## src/rtl/aes_pkg.sv

```systemverilog
// aes_pkg: scheduler state type, default AES geometry and byte-level round helpers.
// State layout: byte 0 in [127:120], column-major (byte r+4c is row r, column c).
package aes_pkg;

    localparam int DEF_WORD = 32;
    localparam int DEF_NB   = 4;
    localparam int DEF_NR   = 10;
    localparam int BLK_W    = DEF_WORD * DEF_NB;

    typedef enum logic [1:0] {
        IDLE  = 2'd0,
        ISSUE = 2'd1,
        WAIT  = 2'd2,
        DONE  = 2'd3
    } sched_state_t;

    function automatic logic [7:0] xtime(input logic [7:0] b);
        return {b[6:0], 1'b0} ^ (b[7] ? 8'h1b : 8'h00);
    endfunction

    // Row r rotates left by r columns.
    function automatic logic [BLK_W-1:0] shift_rows(input logic [BLK_W-1:0] s);
        logic [BLK_W-1:0] r;
        r = '0;
        for (int c = 0; c < 4; c++)
            for (int row = 0; row < 4; row++)
                r[BLK_W-1-8*(row+4*c) -: 8] = s[BLK_W-1-8*(row+4*((c+row)%4)) -: 8];
        return r;
    endfunction

    function automatic logic [BLK_W-1:0] mix_columns(input logic [BLK_W-1:0] s);
        logic [BLK_W-1:0] r;
        logic [7:0]       a0, a1, a2, a3;
        r = '0;
        for (int c = 0; c < 4; c++) begin
            a0 = s[BLK_W-1-32*c      -: 8];
            a1 = s[BLK_W-1-32*c-8    -: 8];
            a2 = s[BLK_W-1-32*c-16   -: 8];
            a3 = s[BLK_W-1-32*c-24   -: 8];
            r[BLK_W-1-32*c    -: 8] = xtime(a0) ^ xtime(a1) ^ a1 ^ a2 ^ a3;
            r[BLK_W-1-32*c-8  -: 8] = a0 ^ xtime(a1) ^ xtime(a2) ^ a2 ^ a3;
            r[BLK_W-1-32*c-16 -: 8] = a0 ^ a1 ^ xtime(a2) ^ xtime(a3) ^ a3;
            r[BLK_W-1-32*c-24 -: 8] = xtime(a0) ^ a0 ^ a1 ^ a2 ^ xtime(a3);
        end
        return r;
    endfunction

endpackage

```

## src/rtl/aes_round_tail.sv

```systemverilog
// aes_round_tail: ShiftRows -> MixColumns (bypassed on the last round) -> AddRoundKey.
// Latency: purely combinational, zero cycles.
// Backpressure: none; the owning scheduler qualifies the result with its own handshake.
module aes_round_tail
    import aes_pkg::*;
(
    input  logic [BLK_W-1:0] sb_block,
    input  logic [BLK_W-1:0] rk,
    input  logic             last_round,
    output logic [BLK_W-1:0] nxt
);

    logic [BLK_W-1:0] sr;

    assign sr  = shift_rows(sb_block);
    assign nxt = (last_round ? sr : mix_columns(sr)) ^ rk;

endmodule

```

## src/rtl/aes_round_sched.sv

```systemverilog
// aes_round_sched: iterative AES encryption scheduler driving one shared external SUBBYTES per round.
// Latency: o_valid 2*NR+1 cycles after accept with a 1-cycle SUBBYTES; each extra S-box cycle adds one per round.
// Backpressure: one block in flight, o_ready low until ciphertext is taken; AES_ROUND_SCHED_WDOG_EN adds a WAIT watchdog and sticky o_err.
module aes_round_sched
    import aes_pkg::*;
#(
    parameter int WORD = DEF_WORD,
    parameter int NB   = DEF_NB,
    parameter int NR   = DEF_NR
) (
    input  logic               clk,
    input  logic               rst,
    input  logic               i_valid,
    output logic               o_ready,
    input  logic [WORD*NB-1:0] i_block,
    output logic [3:0]         o_rk_idx,
    input  logic [WORD*NB-1:0] i_rk,
    output logic               o_sb_valid,
    output logic [WORD*NB-1:0] o_sb_block,
    input  logic               i_sb_valid,
    input  logic [WORD*NB-1:0] i_sb_block,
    output logic               o_valid,
    input  logic               i_ready,
    output logic [WORD*NB-1:0] o_block,
`ifdef AES_ROUND_SCHED_WDOG_EN
    output logic               o_err,
`endif
    output logic               o_busy
);

    localparam logic [3:0] LAST_RND = 4'(NR);

    sched_state_t      state_q;
    logic [3:0]        round_q;
    logic [WORD*NB-1:0] blk_q;
    logic [WORD*NB-1:0] tail_nxt;

`ifdef AES_ROUND_SCHED_WDOG_EN
    logic [3:0] wd_q;
    logic       err_q;
    assign o_err = err_q;
`endif

    aes_round_tail u_tail (
        .sb_block   (i_sb_block),
        .rk         (i_rk),
        .last_round (round_q == LAST_RND),
        .nxt        (tail_nxt)
    );

    // Every output decodes from registered state only.
    assign o_ready    = (state_q == IDLE);
    assign o_busy     = (state_q != IDLE);
    assign o_sb_valid = (state_q == ISSUE);
    assign o_sb_block = blk_q;
    assign o_rk_idx   = (state_q == WAIT) ? round_q : 4'd0;
    assign o_valid    = (state_q == DONE);
    assign o_block    = (state_q == DONE) ? blk_q : '0;

    always_ff @(posedge clk) begin
        if (!rst) begin
            state_q <= IDLE;
            round_q <= 4'd0;
            blk_q   <= '0;
`ifdef AES_ROUND_SCHED_WDOG_EN
            wd_q    <= 4'd0;
            err_q   <= 1'b0;
`endif
        end else begin
            case (state_q)
                IDLE: begin
                    if (i_valid) begin
                        blk_q   <= i_block ^ i_rk;
                        round_q <= 4'd1;
                        state_q <= ISSUE;
                    end
                end
                ISSUE: begin
                    state_q <= WAIT;
`ifdef AES_ROUND_SCHED_WDOG_EN
                    wd_q    <= 4'd0;
`endif
                end
                WAIT: begin
                    if (i_sb_valid) begin
                        blk_q <= tail_nxt;
                        if (round_q == LAST_RND) begin
                            state_q <= DONE;
                        end else begin
                            round_q <= round_q + 4'd1;
                            state_q <= ISSUE;
                        end
                    end
`ifdef AES_ROUND_SCHED_WDOG_EN
                    // Fifteenth silent WAIT cycle: abandon the block.
                    else if (wd_q == 4'd14) begin
                        err_q   <= 1'b1;
                        state_q <= IDLE;
                    end else begin
                        wd_q <= wd_q + 4'd1;
                    end
`endif
                end
                DONE: begin
                    if (i_ready) state_q <= IDLE;
                end
                default: state_q <= IDLE;
            endcase
        end
    end

endmodule

```

## config.mk

```make
export PLATFORM = sky130hd
export DESIGN_NAME = aes_round_sched
export DESIGN_NICKNAME = d
export VERILOG_FILES = /design/src/rtl/aes_pkg.sv /design/src/rtl/aes_round_tail.sv /design/src/rtl/aes_round_sched.sv
export SDC_FILE = /design/constraint.sdc
export NUM_CORES = 1
export LEC_CHECK = 0
export CORE_AREA = 2 2 257 259
export CTS_BUF_LIST = sky130_fd_sc_hd__clkbuf_16
export DETAILED_ROUTE_END_ITERATION = 8
export DIE_AREA = 0 0 259 261
export HOLD_SLACK_MARGIN = 0.08
export PLACE_DENSITY_LB_ADDON = 0.05
export SLEW_MARGIN = 10
export SYNTH_ARGS = -nofsm -noshare
export SYNTH_HDL_FRONTEND = slang
export SYNTH_HIERARCHICAL = 1
export SYNTH_SLANG_ARGS = --single-unit
export TNS_END_PERCENT = 50
```

## constraint.sdc

```tcl
create_clock -name clk -period 5 [get_ports clk]
set_input_delay 1 -clock clk [delete_from_list [all_inputs] [get_ports clk]]
set_output_delay 1 -clock clk [all_outputs]
set_load 0.005 [all_outputs]
```

# [After elaboration in Yosys (flattened, before gate mapping)]
# Cells that the tools add are included.
[word_totals] out_inout_bits=264 word_cells=131 regBits=134 input_bits=389
[classes] n_eq_ne=8 add_sub_neg=1 reduce_logical=6 bitwise_logic=82 muxes=31
[ops] operator="$xor 8x8->8" n=78
[ops] operator="$mux 128" n=4
[ops] operator="$pmux 128 s2" n=1
[ops] operator="$xor 128x128->128" n=2
[ops] operator="$mux 5" n=16
[ops] operator="$mux 4" n=4
[ops] operator="$xor 8x5->8" n=2
[ops] operator="$mux 2" n=4
[ops] operator="$pmux 2 s4" n=1
[ops] operator="$pmux 4 s2" n=1
[ops] operator="$ne 2x2->1 const B" n=3
[ops] operator="$reduce_and 3->1" n=2
[ops] operator="$add 4x1->4 const B" n=1
[ops] operator="$eq 2x2->1 const B" n=2
[ops] operator="$eq 4x4->1 const B" n=1
[ops] operator="$reduce_and 4->1" n=1
[ops] operator="$reduce_bool 2->1" n=2
[ops] operator="$eq 2x1->1 const B" n=1
[ops] operator="$logic_not 2->1" n=1
[ops] operator="$ne 2x1->1 const B" n=1

# [Logic depth before layout (Yosys ltp)]
[logic_depth] ltp_word=10 ltp_mapped=10

# [Hierarchy]
# The synthesis kept the hierarchy.
[modules_own_cells] mod="aes_round_sched" instances=1 cells_each=1039 seq_area_each_um2=2682.6 area_per_inst_um2=7617.3
[modules_own_cells] mod="aes_round_tail" instances=1 cells_each=729 seq_area_each_um2=0.0 area_per_inst_um2=7420.9

# [Least setup slack after synthesis]
# Ideal clock, no wire load.
[synth_timing] kind="input -> register" startpoint="in i_sb_block[63]" endpoint="reg blk_q[59] (netlist: o_sb_block[59])" setup_slack_ns=2.470 arrival_ns=2.456 cell_stages=7 t_required_ns=4.926 cell_sequence="buf_2 > xnor3_1 > xnor3_1 > mux2i_1 > xnor2_1 > a21oi_1 > o21ai_0"
[synth_between] elab_chain_len=10
[synth_lines] element="start: declaration" line_no="aes_round_sched.sv:21" text="input logic [WORD*NB-1:0] i_sb_block,"
[synth_lines] element="$mux 5" line_no="aes_pkg.sv:18" text="return {b[6:0], 1'b0} ^ (b[7] ? 8'h1b : 8'h00);"
[synth_lines] element="$xor 8x8->8" line_no="aes_pkg.sv:18"
[synth_lines] element="$xor 8x8->8 (4 in series)" line_no="aes_pkg.sv:40" text="r[BLK_W-1-32*c -: 8] = xtime(a0) ^ xtime(a1) ^ a1 ^ a2 ^ a3;"
[synth_lines] element="$mux 128" line_no="aes_round_tail.sv:16" text="assign nxt = (last_round ? sr : mix_columns(sr)) ^ rk;"
[synth_lines] element="$xor 128x128->128" line_no="aes_round_tail.sv:16"
[synth_lines] element="via tail_nxt[59]" line_no="aes_round_sched.sv:36" text="logic [WORD*NB-1:0] tail_nxt;"
[synth_lines] element="$mux 128" line_no="aes_round_sched.sv:85" text="if (i_sb_valid) begin"
[synth_lines] element="$pmux 128 s2" line_no="aes_round_sched.sv:70" text="case (state_q)"
[synth_lines] element="end signal: assignment" line_no="aes_round_sched.sv:73" text="blk_q <= i_block ^ i_rk;"
[synth_lines] element="end signal: assignment" line_no="aes_round_sched.sv:86" text="blk_q <= tail_nxt;"
[synth_lines] element="end: declaration" line_no="aes_round_sched.sv:35" text="logic [WORD*NB-1:0] blk_q;"
# The timed path passes the listed nets, and every way through them passes these cells. The select of a mux whose other input is x is not followed.
# A chain may end at the register's enable or synchronous reset.

# [Worst setup path after layout]
[layout_timing] startpoint="reg state_q[1]" endpoint="out o_block[85]"
[layout_between] elab_chain_len=2
[layout_lines] element="start: declaration" line_no="aes_round_sched.sv:33" text="sched_state_t state_q;"
[layout_lines] element="start signal: assignment" line_no="aes_round_sched.sv:62" text="state_q <= IDLE;"
[layout_lines] element="start signal: assignment" line_no="aes_round_sched.sv:75" text="state_q <= ISSUE;"
[layout_lines] element="start signal: assignment" line_no="aes_round_sched.sv:79" text="state_q <= WAIT;"
[layout_lines] element="$eq 2x2->1" line_no="aes_round_sched.sv:58" text="assign o_block = (state_q == DONE) ? blk_q : '0;"
[layout_lines] element="$mux 128" line_no="aes_round_sched.sv:58"
[layout_lines] element="end: declaration" line_no="aes_round_sched.sv:24" text="output logic [WORD*NB-1:0] o_block,"
# Every way passes these cells.

==> impl_metrics.prom <==
# TYPE chip_impl_metric gauge
chip_impl_info{name="status",value="complete, no violations"} 1
chip_impl_metric{name="nNetsFinal",unit=""} 2695
chip_impl_info{name="ys.flop_type",value="sky130_fd_sc_hd__dfxtp_1"} 1
chip_impl_metric{name="final-setup-viol-count",unit=""} 0
chip_impl_metric{name="async_flop_share",unit="%"} 0
chip_impl_metric{name="worstPathArrival",unit="ps"} 2820
chip_impl_metric{name="relSlewSlack",unit="%"} 37.3
chip_impl_metric{name="groute.usage.overall",unit="%"} 19.0
chip_impl_info{name="criticalPathCategory",value="flip-flop to output port"} 1
chip_impl_metric{name="htree_levels",unit=""} 4
chip_impl_metric{name="worst_path_largest_cell_delay",unit="ps"} 830
chip_impl_metric{name="max_slew.worst_pin.slew",unit="ps"} 941
chip_impl_metric{name="number_of_max_capacitance_violations_reported",unit=""} 0
chip_impl_info{name="min-delay-path-class",value="flip-flop to flip-flop"} 1
chip_impl_metric{name="tns",unit="ps"} 0
chip_impl_metric{name="die_area",unit="µm²"} 67600
chip_impl_info{name="mostFrequentLayoutCell",value="sky130_fd_sc_hd__clkdlybuf4s50_1"} 1
chip_impl_metric{name="power-per-cell-area",unit="nW/µm²"} 222
chip_impl_metric{name="worst_path_bufs_invs",unit=""} 2
chip_impl_info{name="cp_cell_sequence",value="buf_4 > and3_1 > clkdlybuf4s50_1"} 1
chip_impl_info{name="synth_top_cell_by_area",value="sky130_fd_sc_hd__xnor3_1"} 1
chip_impl_metric{name="critPathRequiredTime",unit="ps"} 4000
chip_impl_metric{name="standby_leakage_power",unit="nW"} 9.60
chip_impl_metric{name="post-synth-top-area-fraction",unit="%"} 20.2
chip_impl_metric{name="drtIter0Drc",unit=""} 663
chip_impl_metric{name="drt_first_pass_iters",unit=""} 5
chip_impl_metric{name="wl_per_cell",unit="µm"} 20.8
chip_impl_metric{name="placement.cell_area",unit="µm²"} 22100
chip_impl_metric{name="finClkSkew",unit="ps"} 23.9
chip_impl_metric{name="grt_first_pass_wirelength",unit="µm"} 94500
chip_impl_metric{name="dp.final_hpwl",unit="µm"} 52300
chip_impl_info{name="tritoncts",value="done"} 1
chip_impl_info{name="crit_slowest_cell",value="sky130_fd_sc_hd__dfxtp_4"} 1
chip_impl_metric{name="area.growth.synth_to_final",unit="%"} 50.8
chip_impl_metric{name="ys_warn_count",unit=""} 6
chip_impl_metric{name="floorplan.rows",unit=""} 94
chip_impl_info{name="path_delay_family",value="buffers and inverters"} 1
chip_impl_metric{name="first_global_vias",unit=""} 13900
chip_impl_metric{name="final_layout_size_suffix_gt1_share",unit="%"} 2.29
chip_impl_metric{name="antenna_violations_before_repair",unit=""} 15
chip_impl_metric{name="drt_drc_violations_left",unit=""} 0
chip_impl_metric{name="detail_route.wirelength",unit="µm"} 66300
chip_impl_metric{name="fin_crit",unit="ps"} 3820
chip_impl_metric{name="post_synth_instance_area",unit="µm²"} 15000
chip_impl_metric{name="place_congestion",unit=""} 0.830
chip_impl_info{name="rsz0062_at_grt",value="no"} 1
chip_impl_metric{name="synth.net_count",unit=""} 2159
chip_impl_info{name="layout_common_cells",value="sky130_fd_sc_hd__clkdlybuf4s50_1 (652), sky130_fd_sc_hd__nand2_1 (247), sky130_fd_sc_hd__xnor2_1 (193)"} 1
chip_impl_metric{name="fp.coreArea",unit="µm²"} 65000
chip_impl_metric{name="yosys_reg_bits",unit=""} 134
chip_impl_metric{name="final-hold-violation-count",unit=""} 0
chip_impl_metric{name="clk_path_buf_depth",unit=""} 2
chip_impl_info{name="cts-root-buf",value="sky130_fd_sc_hd__clkbuf_16"} 1
chip_impl_metric{name="largest_net_degree_at_the_start_of_global_routing",unit=""} 156
chip_impl_info{name="critical_path.startpoint_type",value="flip-flop"} 1
chip_impl_metric{name="clock_buffer_count_from_cts",unit=""} 17
chip_impl_metric{name="max-vdd-ir-drop",unit="mV"} 0.221
chip_impl_metric{name="postLayoutCellArea",unit="µm²"} 22700
chip_impl_metric{name="via_total_after_detailed_routing",unit=""} 13900
chip_impl_metric{name="maxClockFrequency",unit="MHz"} 262
chip_impl_metric{name="layout_worst_path_cycle_share",unit="%"} 76.5
chip_impl_metric{name="synthCells",unit=""} 1768
chip_impl_metric{name="cts_post_setup_buffers_inserted",unit=""} 0
chip_impl_metric{name="yosysUniqueCellTypes",unit=""} 36
chip_impl_metric{name="globalRouteOverflowTotal",unit=""} 0
chip_impl_metric{name="die_width",unit="µm"} 259
chip_impl_metric{name="detail_route.vias_per_cell",unit=""} 4.35
chip_impl_info{name="critPathCaptureType",value="output port"} 1
chip_impl_metric{name="route.antenna.remaining_nets",unit=""} 0
chip_impl_metric{name="start_util",unit="%"} 23.1
chip_impl_metric{name="placement.io_buffers",unit=""} 652
chip_impl_metric{name="gates_resized_cts_repair",unit=""} 0
chip_impl_metric{name="hold_slack",unit="ps"} 470
chip_impl_info{name="post_synth_main_area_contributors",value="sky130_fd_sc_hd__xnor3_1 (20%), sky130_fd_sc_hd__dfxtp_1 (18%), sky130_fd_sc_hd__xnor2_1 (11%)"} 1
chip_impl_metric{name="post_synth.cell_area_avg",unit="µm²"} 8.51
chip_impl_metric{name="i_o_pins",unit=""} 653
chip_impl_metric{name="critical_path.max_fanout",unit=""} 75
chip_impl_metric{name="worst_skew_pair.late_latency",unit="ps"} 490
chip_impl_metric{name="cts_hold_repair.buffers",unit=""} 0
chip_impl_metric{name="synth_edf_count",unit=""} 0
chip_impl_metric{name="final_max_slew_viol_count",unit=""} 0
chip_impl_metric{name="ys_seq_area_share",unit="%"} 17.8
chip_impl_metric{name="clk_pin_slew_worst_paths",unit="ps"} 60
chip_impl_metric{name="numClockSinks",unit=""} 134
chip_impl_metric{name="die-height",unit="µm"} 261
[worst min-delay path, stage by stage (launching register included)]
cell and delay, ps:
sky130_fd_sc_hd__dfxtp_1 320, sky130_fd_sc_hd__nand2_1 50, sky130_fd_sc_hd__o21ai_1 50
[worst paths after layout]
check	startpoint	endpoint	slack (ps)	depth (start not counted)
worst max-delay path	state_q[1]	o_block[85]	1180	3
worst min-delay path	o_sb_block[29]	o_sb_block[29]	470	2
worst max register to register	state_q[0]	o_sb_block[83]	2080	5
worst min register to register	o_sb_block[29]	o_sb_block[29]	470	2
[power breakdown]
part | total, mW | internal [mW] | switching [mW] | leakage [nW]
registers | 1.31 | 1.18 | 0.134 | 1.10
clock network | 1.30 | 0.716 | 0.580 | 0.280
logic | 2.43 | 1.39 | 1.04 | 8.22
total | 5.04 | 3.28 | 1.76 | 9.60
[registers in the layout, indices dropped and copies added (netlist names)]
register	count
o_sb_block	128
state_q	2
round_q	4
[through the flow]
stage | total power [mW] | std cells | worst slack [ps] | utilization [%]
floorplan | 2.79 | 1768 | 2470 | -
global placement | 3.78 | 3149 | 1440 | 34.0
detailed placement | 3.79 | 3149 | 1460 | 34.0
CTS | 5.15 | 3181 | 1070 | 34.8
global route | 5.37 | 3187 | 997 | 34.9
finish | 5.04 | 3190 | 1180 | 34.9
[area by class of cell]
type | count | area [µm²]
Antenna cell | 9 | 22.5
Inverter | 4 | 15.0
Clock inverter | 15 | 123
Clock buffer | 17 | 425
Sequential cell | 134 | 2690
Multi-Input combinational cell | 1481 | 11600
Tap cell | 864 | 1080
Timing Repair Buffer | 666 | 6680
Fill cell | 6786 | 42400
[cells in the mapped netlist (all sizes together), types with 3 or more instances]
cell,number
xnor3,135
nor3,3
buf,52
o21ai,252
mux2i,10
xor2,190
nand3,4
dfxtp,134
inv,4
nor2,135
nand2,247
xnor2,196
nand2b,4
and2,5
a21oi,130
xor3,29
and3,128
clkbuf,97
[cell families (layout without fill, tap and decap cells)]
logic type,Yosys count,count (layout),synth area share (%)
buffers and inverters,153,702,4.91
adder cells (fa/ha/maj),2,2,0.166
flip-flops,134,134,17.8
other,0,9,0
AND/OR/NAND/NOR,530,530,15.7
multiplexers,11,11,0.765
AO/OA/AOI/OAI,388,388,13.0
XOR/XNOR,550,550,47.6
[per-layer routing]
| layer | wire length (µm) | up-vias | global-route usage (%) | part of all wire (%) |
|---|---|---|---|---|
| met4 | 1090 | 14 | 6.13 | 1.6 |
| met2 | 33800 | 360 | 33.6 | 51 |
| met1 | 27800 | 6457 | 22.7 | 42 |
| li1 | - | 6989 | - | - |
| met3 | 3560 | 55 | 4.41 | 5.4 |
| met5 | 91 | - | 0 | 0.14 |
Power figures use the tool's default switching activity.
